$ cat config.mk
export PLATFORM = sky130hd
export DESIGN_NAME = ov2640_capture
export DESIGN_NICKNAME = d
export VERILOG_FILES = /design/src/rtl/cam_pkg.sv /design/src/rtl/ov2640_capture.sv
export SDC_FILE = /design/constraint.sdc
export NUM_CORES = 1
export LEC_CHECK = 0
export CAP_MARGIN = 20
export CORE_ASPECT_RATIO = 1.25
export CORE_MARGIN = 1.5
export CORE_UTILIZATION = 40
export CTS_BUF_LIST = sky130_fd_sc_hd__clkbuf_16
export CTS_CLUSTER_SIZE = 8
export DETAILED_ROUTE_END_ITERATION = 10
export GPL_ROUTABILITY_DRIVEN = 0
export PLACE_DENSITY = 0.57
export SLEW_MARGIN = 20
export SYNTH_ARGS = -nofsm -noshare
export SYNTH_HDL_FRONTEND = slang
export SYNTH_SLANG_ARGS = --single-unit
$ cat constraint.sdc
create_clock -name dclk -period 5.89 [get_ports dclk]
set_clock_uncertainty 0.2 [all_clocks]
set_input_delay 1.178 -clock dclk [delete_from_list [all_inputs] [get_ports dclk]]
set_output_delay 1.178 -clock dclk [all_outputs]
set_load 0.02 [all_outputs]
$ cat src/rtl/cam_pkg.sv
// Shared defaults and state encoding for the OV2640 capture stage.
package cam_pkg;

    localparam int CAM_H_RES     = 320;
    localparam int CAM_V_RES     = 240;
    localparam int CAM_FB_PIXELS = CAM_H_RES * CAM_V_RES;
    localparam int CAM_ADDR_W    = 17;

    typedef enum logic [1:0] {
        WAIT_SYNC = 2'd0,
        SKIP      = 2'd1,
        CAPTURE   = 2'd2
    } cap_state_t;

endpackage

$ cat src/rtl/ov2640_capture.sv
// OV2640 byte stream to RGB565 pixel writes for a linear frame buffer.
// Frame skip after reset, frame-done pulse and sticky geometry error flag.
//
// state     | meaning
// WAIT_SYNC | idle until the next vs_act falling edge (frame start)
// SKIP      | discarding a settle frame; count it at the vs_act rise
// CAPTURE   | assembling pixels and issuing buffer writes
module ov2640_capture
    import cam_pkg::*;
#(
    parameter int H_RES          = CAM_H_RES,
    parameter int V_RES          = CAM_V_RES,
    parameter int ADDR_W         = CAM_ADDR_W,
    parameter int SKIP_FRAMES    = 2,
    parameter bit VSYNC_ACT_HIGH = 1'b1
) (
    input  logic              dclk,
    input  logic              rst_n,
    input  logic              cam_vsync,
    input  logic              cam_href,
    input  logic [7:0]        cam_d,
    output logic              wr_en,
    output logic [ADDR_W-1:0] wr_addr,
    output logic [15:0]       wr_data,
    output logic              frame_done,
    output logic              frame_err
);

    localparam int X_W    = $clog2(H_RES + 1);
    localparam int Y_W    = $clog2(V_RES + 1);
    localparam int SKIP_W = (SKIP_FRAMES < 1) ? 1 : $clog2(SKIP_FRAMES + 1);

    localparam logic [X_W-1:0]    X_MAX    = X_W'(H_RES);
    localparam logic [Y_W-1:0]    Y_MAX    = Y_W'(V_RES);
    localparam logic [SKIP_W-1:0] SKIP_MAX = SKIP_W'(SKIP_FRAMES);
    localparam logic [ADDR_W-1:0] H_STEP   = ADDR_W'(H_RES);

    cap_state_t          r_state, w_state_nxt;
    logic [SKIP_W-1:0]   r_skip_cnt;
    logic                r_vs_q, r_href_q, r_phase;
    logic [7:0]          r_hi;
    logic [X_W-1:0]      r_x;
    logic [Y_W-1:0]      r_y;
    logic [ADDR_W-1:0]   r_addr, r_line_base;
    logic                r_pix_vld;
    logic [ADDR_W-1:0]   r_pix_addr;
    logic [15:0]         r_pix_data;
    logic                r_wr_en, r_frame_done, r_frame_err;
    logic [ADDR_W-1:0]   r_wr_addr;
    logic [15:0]         r_wr_data;

    logic w_vs_act, w_vs_rise, w_vs_fall, w_href_fall;
    logic w_cap, w_line_err, w_pix_ok, w_y_done;

    assign w_vs_act    = cam_vsync ^ !VSYNC_ACT_HIGH;
    assign w_vs_rise   = w_vs_act & ~r_vs_q;
    assign w_vs_fall   = ~w_vs_act & r_vs_q;
    assign w_href_fall = r_href_q & ~cam_href;
    assign w_cap       = (r_state == CAPTURE);
    assign w_line_err  = (r_x != X_MAX) || r_phase;
    assign w_pix_ok    = (r_x < X_MAX) && (r_y < Y_MAX);
    // a line closing on the same edge as the vs_act rise still counts
    assign w_y_done    = (r_y == Y_MAX) || (w_href_fall && (r_y == Y_MAX - Y_W'(1)));

    always_comb begin
        w_state_nxt = r_state;
        case (r_state)
            WAIT_SYNC: if (w_vs_fall) w_state_nxt = (r_skip_cnt < SKIP_MAX) ? SKIP : CAPTURE;
            SKIP:      if (w_vs_rise) w_state_nxt = WAIT_SYNC;
            CAPTURE:   if (w_vs_rise) w_state_nxt = WAIT_SYNC;
            default:   w_state_nxt = WAIT_SYNC;
        endcase
    end

    always_ff @(posedge dclk or negedge rst_n) begin
        if (!rst_n) begin
            r_state    <= WAIT_SYNC;
            r_skip_cnt <= '0;
            r_vs_q     <= 1'b0;
            r_href_q   <= 1'b0;
        end else begin
            r_state  <= w_state_nxt;
            r_vs_q   <= w_vs_act;
            r_href_q <= cam_href;
            if (r_state == SKIP && w_vs_rise && r_skip_cnt < SKIP_MAX)
                r_skip_cnt <= r_skip_cnt + SKIP_W'(1);
        end
    end

    always_ff @(posedge dclk or negedge rst_n) begin
        if (!rst_n) begin
            r_phase      <= 1'b0;
            r_hi         <= '0;
            r_x          <= '0;
            r_y          <= '0;
            r_addr       <= '0;
            r_line_base  <= '0;
            r_pix_vld    <= 1'b0;
            r_pix_addr   <= '0;
            r_pix_data   <= '0;
            r_frame_done <= 1'b0;
            r_frame_err  <= 1'b0;
        end else begin
            r_pix_vld    <= 1'b0;
            r_frame_done <= 1'b0;
            if (!w_cap || !cam_href) begin
                r_phase <= 1'b0;
            end else begin
                r_phase <= ~r_phase;
                if (!r_phase) begin
                    r_hi <= cam_d;
                end else begin
                    if (w_pix_ok) begin
                        r_pix_vld  <= 1'b1;
                        r_pix_addr <= r_addr;
                        r_pix_data <= {r_hi, cam_d};
                        r_addr     <= r_addr + ADDR_W'(1);
                    end else begin
                        r_frame_err <= 1'b1;
                    end
                    if (r_x < X_MAX) r_x <= r_x + X_W'(1);
                end
            end
            if (w_cap && w_href_fall) begin
                if (w_line_err) r_frame_err <= 1'b1;
                r_x <= '0;
                // realign to the next line base so a bad line cannot skew later ones
                if (r_y < Y_MAX) begin
                    r_y         <= r_y + Y_W'(1);
                    r_line_base <= r_line_base + H_STEP;
                    r_addr      <= r_line_base + H_STEP;
                end
            end
            if (w_cap && w_vs_rise) begin
                r_frame_done <= 1'b1;
                if (!w_y_done || cam_href) r_frame_err <= 1'b1;
                r_x         <= '0;
                r_y         <= '0;
                r_addr      <= '0;
                r_line_base <= '0;
                r_phase     <= 1'b0;
            end
        end
    end

    always_ff @(posedge dclk or negedge rst_n) begin
        if (!rst_n) begin
            r_wr_en   <= 1'b0;
            r_wr_addr <= '0;
            r_wr_data <= '0;
        end else begin
            r_wr_en   <= r_pix_vld;
            r_wr_addr <= r_pix_addr;
            r_wr_data <= r_pix_data;
        end
    end

    assign wr_en      = r_wr_en;
    assign wr_addr    = r_wr_addr;
    assign wr_data    = r_wr_data;
    assign frame_done = r_frame_done;
    assign frame_err  = r_frame_err;

endmodule

==> out/results.txt, run 1 <==
The final hold violation count is 0, and the pin count of the biggest net entering global routing is 75. Final cycle utilization of the critical path: 59.8%. Setup repair after global routing left no endpoint under its margin. The run gives 682 as the number of standard cells in the final layout excluding fillers. The overall track demand over capacity in global routing is 15.8%, and the worst hold slack is 0.150 ns.

The worst setup path is captured at a register. The count of buffers inserted at the top-level ports is 47. The tools report the cell total after placement as 651. The main combinational cell family by area after synthesis was simple AND/OR/NAND/NOR gates.

For this run, the slowest stage of the critical path takes 0.78 ns. met2 is the most crowded layer. The number of top-level pins was 48. Of the total synthesized cell area, the portion taken by XOR and XNOR cells is 4.23%. Across the VDD grid, the largest voltage drop is 182 uV.

Of the cells placed in the final design, the portion with a size suffix greater than 1 is 14.5%. The initial utilization of the core area, before any placement, comes to 40.9%. STA classifies the critical path startpoint as an input port. For this run, the leading register cell type out of synthesis is dfrtp_1. Summed over its instances, the top area cell type makes up 60.4% of the synthesized netlist area. Once detailed placement completed, the half-perimeter wirelength came to 6790 um. The run gives 0 as the number of warnings issued by yosys. In this run, the number of DRC markers left after iteration 0 of detailed routing was 204. Classification of the worst-slack hold path: reg -> reg. The total via count in the routed design is 3613.

The initial antenna violation count came out at 0. The run finished with clean final reports. The run gives 0 as the max capacitance violation total. The H-tree generated during clock tree synthesis spans 4 levels. The first-pass GRT wire length was 17700 um; the aggregate routed wire length was 10100 um. The number of storage elements in the synthesis netlist works out to 130. In the post-synthesis netlist, the biggest area contributors are dfrtp_1, mux2_2, xnor2_1. The cell area that synthesis handed to floorplanning was 5390 um2. The tools report the total of cells resized after clock tree synthesis as 0.

In this run the critical register-to-register path is captured at r_pix_addr[13]. The floorplan step defined a core boundary enclosing 13200 um2. Summing the areas of all and, or, nand and nor instances in the mapped netlist gives 14.6% of the synthesized area.

After clock tree synthesis, the setup repair step added 0 buffers. The count of flip-flops with a built-in enable after synthesis was 0. Of all nets on the critical path, the largest fanout is 37. Yosys mapped the design onto 48 distinct sky130hd cell types.

For this run, global-route usage on met2 was measured as 25.4%. The run gives 2.93 nW as the leakage power figure. The number of sinks handled by clock tree synthesis was 130; the mean instance size in the synthesized netlist was 11.9 um2. Once routing completed, OpenROAD measured the worst setup slack at 2.37 ns. In this run the worst setup path terminates at r_pix_addr[13]. The worst setup path is of the in -> reg kind. The logs give 0 for the final max-slew violation count and 0.41 ns for the insertion delay to the later sink of the worst-skew pair. For flop-to-flop paths, the worst setup slack is 2.96 ns.

In the synthesized netlist, mux cells make up 8.34% of the area. The critical-path cell with the highest stage delay was nand3_2. Clock-pin slew was measured on the worst setup and hold paths at 0.06 ns. The root buffer selected by CTS was clkbuf_16. The critical path goes through clkdlybuf4s50_1 > and3_1 > nand3_2 > mux2_2. The die is 133 um tall. Synthesis handed over a netlist of 451 instances.

The run gives 0 as the number of setup violations in the final report. The startpoint of the worst register-to-register path is r_state[0]. TritonCTS built the clock tree.

The remaining routing DRC violations was 0. The biggest area contributor in the post-synthesis netlist is dfrtp_1. Data on the critical path is required at its endpoint by 5.98 ns. For the total number of nets in the final design, the log shows 520. The actual transition at the worst max-transition pin was 0.919 ns; the maximum frequency from static timing analysis was 0.284 GHz. 0 antenna diodes ended up in the layout. Tracing the worst setup path back leads to its startpoint at cam_href. The tools report the number of buffers between clock root and the deepest sink as 2. Post-route minimum period: 3.52 ns. The area growth from synthesis to final layout was 22.8%; the average vias per placed instance was 5.30. After floorplanning, the core was divided into 47 placement rows. The dominant cell by count in the synthesized netlist is dfrtp_1. Before CTS, the worst setup slack after placement is 1.90 ns.

The final sum of negative setup slack is 0 ns. Data on the critical path arrives at its endpoint at 3.61 ns. The average wire per cell in the routed design was 14.8 um. The die outline area came out at 14200 um2. The worst reg-to-reg path cell count is 5. For this run, the share of the core covered by cells in the final layout is 50.2%. Fraction of registers with async set or reset after synthesis: 100%. Summing the areas of all fa, ha and maj instances in the mapped netlist gives 2.09% of the synthesized area. The met1 track utilization from global routing was 20.3%; the number of detailed-route iterations in the first pass was 4. The net count of the mapped netlist was 472. Measured along the x axis, the die boundary spans 107 um. The beginning of the worst hold path is r_pix_vld.

Global routing used 3.89% of the available met3 tracks. The synthesized-area fraction occupied by ao, oa, aoi and oai cells is 7.76%. The total overflow reported by the global router came out at 0.

For this design the ratio of total power to cell area is 460 nW/um2. Via count of the first global-routing pass: 3587. The CTS buffer count was 17; the count of hold buffers inserted by post-cts repair was 0. The headroom to the max-slew limit came out at 38.7%. By count the netlist is led by dfrtp_1, mux2_2, nor2_1. The number of nets with antenna violations after routing was 0. The run gives 60.4% as the sequential area share after synthesis.
## sequential cells by signal (all words and copies together), names as in the netlist, 2 cells and up
| register | cells |
|---|---|
| r_x | 9 |
| r_state | 2 |
| r_addr | 17 |
| r_skip_cnt | 2 |
| wr_data | 16 |
| r_hi | 8 |
| r_line_base | 11 |
| r_pix_data | 16 |
| r_y | 8 |
| r_pix_addr | 17 |
| wr_addr | 17 |
## layout make-up
type | count | area (um2)
well taps | 171 | 214
clock buffers | 17 | 425
fillers | 1184 | 6560
inverters | 13 | 48.8
clock inverters | 14 | 186
multi-input cells | 287 | 2000
repair buffers | 50 | 490
flip-flops and latches | 130 | 3250
## critical path, delay by kind of cell
family                 cells  cell delay, ns
buffers and inverters      1            0.58
multiplexers               1            0.58
AND/OR/NAND/NOR            2            1.25
## layer usage
| layer | wire [um] | part of all wire (%) |
|---|---|---|
| met5 | 0 | 0 |
| met4 | 136 | 1.3 |
| met3 | 403 | 4.0 |
| met2 | 5020 | 50 |
| met1 | 4550 | 45 |
## kinds of logic after synthesis
kind of cell    Yosys count
xor+xnor                 26
simple gates            146
buf+inv                  34
compound gates           66
fa+ha+maj                 9
flops                   130
mux                      40
## where the power goes
part           switching, mW  internal, mW
registers              0.160          1.15
logic                  0.323         0.333
clock network          0.374         0.703
## worst min path at each step
stage               cells after the start     to
floorplan                               0  wr_en
global placement                        0  wr_en
detailed placement                      0  wr_en
CTS                                     0  wr_en
global route                            0  wr_en
finish                                  0  wr_en
## per-stage QoR
step                total power, mW  cell area (um2)
floorplan                      1.69             5390
global placement               1.96             6000
detailed placement             1.99             6000
CTS                            3.08             6620
global route                   3.20             6620
finish                         3.04             6620
## cell usage in the layout (no fill, tap or decap), types with 13 or more instances in the layout
| master | netlist | routed |
|---|---|---|
| nand2_1 | 22 | 22 |
| o21ai_0 | 20 | 20 |
| mux2_2 | 39 | 39 |
| nor2_1 | 33 | 33 |
| nand3_1 | 20 | 19 |
| clkdlybuf4s50_1 | 0 | 46 |
| xnor2_1 | 17 | 17 |
| dfrtp_1 | 130 | 130 |
| inv_1 | 13 | 13 |
| clkbuf_16 | 0 | 17 |
No activity file was read; power rests on OpenSTA's default activity.
==> run 2, diff against run 1 <==
==> constraint.sdc (replaced) <==
create_clock -name dclk -period 3.6 [get_ports dclk]
set_clock_uncertainty 0.2 [all_clocks]
set_input_delay 0.72 -clock dclk [delete_from_list [all_inputs] [get_ports dclk]]
set_output_delay 0.72 -clock dclk [all_outputs]
set_load 0.02 [all_outputs]
==> run 2 against run 1 <==
Register-to-register slack lost 2.1 ns. Sequential share of layout area down 0.61 points. Wire length increased by 3.6%. Cell count grew 1.3%. Count of clock-buffer cells in the layout unchanged. Critical path depth rose by 1. Global-route usage rose by 0.24 points. Critical endpoint is now r_addr[12]. Power increased by 63%. Setup slack worse by 1.7 ns. Via count grew 0.97%. Largest cell class unchanged. Clock power is 61% higher. Design area is 1.2% higher.
==> out/results.txt, run 2 (synthesis results as in run 1) <==
The flow ran to the end, and the final reports show no timing, DRC or antenna violations. After clock tree synthesis, the clock-pin slew on the worst setup and hold paths is 0.06 ns. Once layout is complete, the utilization of the core stands at 50.9%. The element type at the critical path end was a register. The detail route stage leaves a number of antenna-violating nets equal to 0.

In this design, the critical path's most frequently occurring cell is or4_1. CTS buffer count: 17. Walking the worst path, the cells encountered are clkdlybuf4s50_1 > nand3_1 > or4_1 > or4_1 > a31oi_1. For the final hold violation count, the log shows 0.

The buffers plus inverters on the worst setup path was 1. The count of buffers inserted at the top-level ports works out to 47. Row generation in the floorplan step produced 47 rows. The worst-case vdd ir drop is 350 uV. The library cell used most frequently in the layout, excluding fill and tap cells, is dfrtp_1. The number of sinks handled by clock tree synthesis is 130, and the average wire per cell in the routed design is 15.1 um.

The number of buffers between clock root and the deepest sink is 2, and the total via count in the routed design is 3648. Max-cap violations in this run came to 0. In the final timing run, aggregate negative setup slack is 0 ns. STA classifies the critical path startpoint as an input port.

Root buffer selected by CTS: clkbuf_16. The worst hold slack was 0.156 ns; the initial antenna violation count was 0. In this run the count of I/O pins placed on the die edge is 48.

Setup repair after global routing left no endpoint under its margin. Once detailed placement completed, the half-perimeter wirelength came to 7010 um. Leaving out fill and tap cells, the most frequent cells in the layout are dfrtp_1, clkdlybuf4s50_1, mux2_2. Entering global routing, the biggest net connects 60 pins. The final max-slew violation count was 0.

Along the worst path, the maximum fanout reaches 15. The maximum frequency from static timing analysis was 0.343 GHz. Classification of the worst-slack hold path: reg -> reg. The reg-to-reg setup timing slack was 0.82 ns; the total overflow reported by the global router was 0. The area growth from synthesis to layout is 24.3%.

For this block, the routed nets add up to 10500 um of wire. After layout, the worst path uses 81.0% of the clock period. The headroom to the max-slew limit is 52.3%, and the total number of nets in the final design is 529. The standard cell core area is 13200 um2. The number of detailed-route iterations in the first pass was 6. The kind of critical path is in -> reg. The logs give 0 for the remaining routing DRC violations and 0 for the number of post-CTS setup repair buffers. Via count of the first global-routing pass: 3737. The cell total after placement was 660; the number of standard cells in the final layout excluding fillers was 691. The number of setup violations in the final report is 0, and the die width is 107 um. For the pin with the worst max-slew slack, the measured transition is 0.716 ns. For this design the ratio of total power to cell area is 743 nW/um2. In the final layout, the share of cells above drive strength 1 is 16.3%. From bottom edge to top edge, the die measures 133 um. Once the clock tree was built, the resizer swapped 0 gates to a different size. The run gives 0 as the count of hold buffers inserted by post-cts repair. The kind of cell with the highest combined delay on the critical path was simple AND/OR/NAND/NOR gates. The run gives 4 as the count of H-tree levels built during CTS. The run gives 16.1% as the overall track demand over capacity in global routing. The insertion delay to the later sink of the worst-skew pair is 0.41 ns, and the die outline area is 14200 um2. In this run the static leakage power is 2.98 nW.

In this design, the stage delay of the slowest critical-path cell is 0.74 ns. The worst path needs 2.92 ns of the cycle, external delays included. After filler insertion, the fill cell instance count of the layout stands at 1179. The startpoint of the worst register-to-register path is r_state[0]. The run gives 17900 um as the first-pass GRT wire length. The run gives 3.73 ns as the critical path data required time.

TritonCTS built the clock tree. The worst hold path begins at r_pix_vld. Average vias per placed instance: 5.28. Once the floorplan was initialized, standard cells occupied 40.9% of the core. Among all stages on the critical path, the largest delay is contributed by or4_1. Tracing the worst setup path back leads to its startpoint at cam_href. The number of antenna diodes in the final layout is 0. The arrival time at the worst endpoint is 3.04 ns.

After the first detailed-routing iteration, the DRC count stood at 154.
[run 2: cell count changes in the layout (fill, tap and decap cells not counted)]
| cell | change |
|---|---|
| buf_12 | +2 |
| inv_6 | +2 |
| bufinv_16 | -1 |
| buf_4 | +7 |
| clkinvlp_4 | +1 |
| clkinv_4 | -1 |
| inv_8 | +1 |
| clkinv_1 | -2 |
[run 2: layer usage]
layer | vias to the layer above | GRT usage, % | part of all wire (%)
met1 | 1819 | 19.8 | 45
met4 | 0 | 8.67 | 2.3
met5 | - | 0 | 0
li1 | 1736 | - | -
met3 | 17 | 4.43 | 3.6
met2 | 76 | 25.5 | 50
[run 2: per-stage QoR]
stage	total power [mW]	cell area (um2)	setup WS, ns
3_5_place_dp	3.28	6100	0.294
6_report	4.97	6700	0.683
5_1_grt	5.24	6700	0.586
4_1_cts	5.04	6700	0.709
2_1_floorplan	2.77	5390	1.24
3_3_place_gp	3.23	6100	0.360
[run 2: final cells by class]
cell class | count | area, um2 | area share, %
repair buffers | 59 | 583 | 8.70
clock buffers | 17 | 425 | 6.35
well taps | 171 | 214 | 3.19
multi-input cells | 287 | 2000 | 29.8
clock inverters | 14 | 176 | 2.63
flip-flops and latches | 130 | 3250 | 48.6
inverters | 13 | 48.8 | 0.728
[run 2: path summary, 6_finish.rpt]
path | endpoint | cells after the start
setup reg to reg | r_addr[12] | 6
setup / recovery | r_addr[12] | 5
max in group asynchronous | wr_addr[7] | 2
min in group asynchronous | wr_data[13] | 1
hold / removal | wr_en | 0
hold reg to reg | wr_en | 0
[run 2: power by group]
group | internal [mW] | switching (mW) | total (mW)
Clock | 1.09 | 0.648 | 1.74
Sequential | 1.88 | 0.256 | 2.14
Combinational | 0.556 | 0.537 | 1.09
Total | 3.53 | 1.44 | 4.97
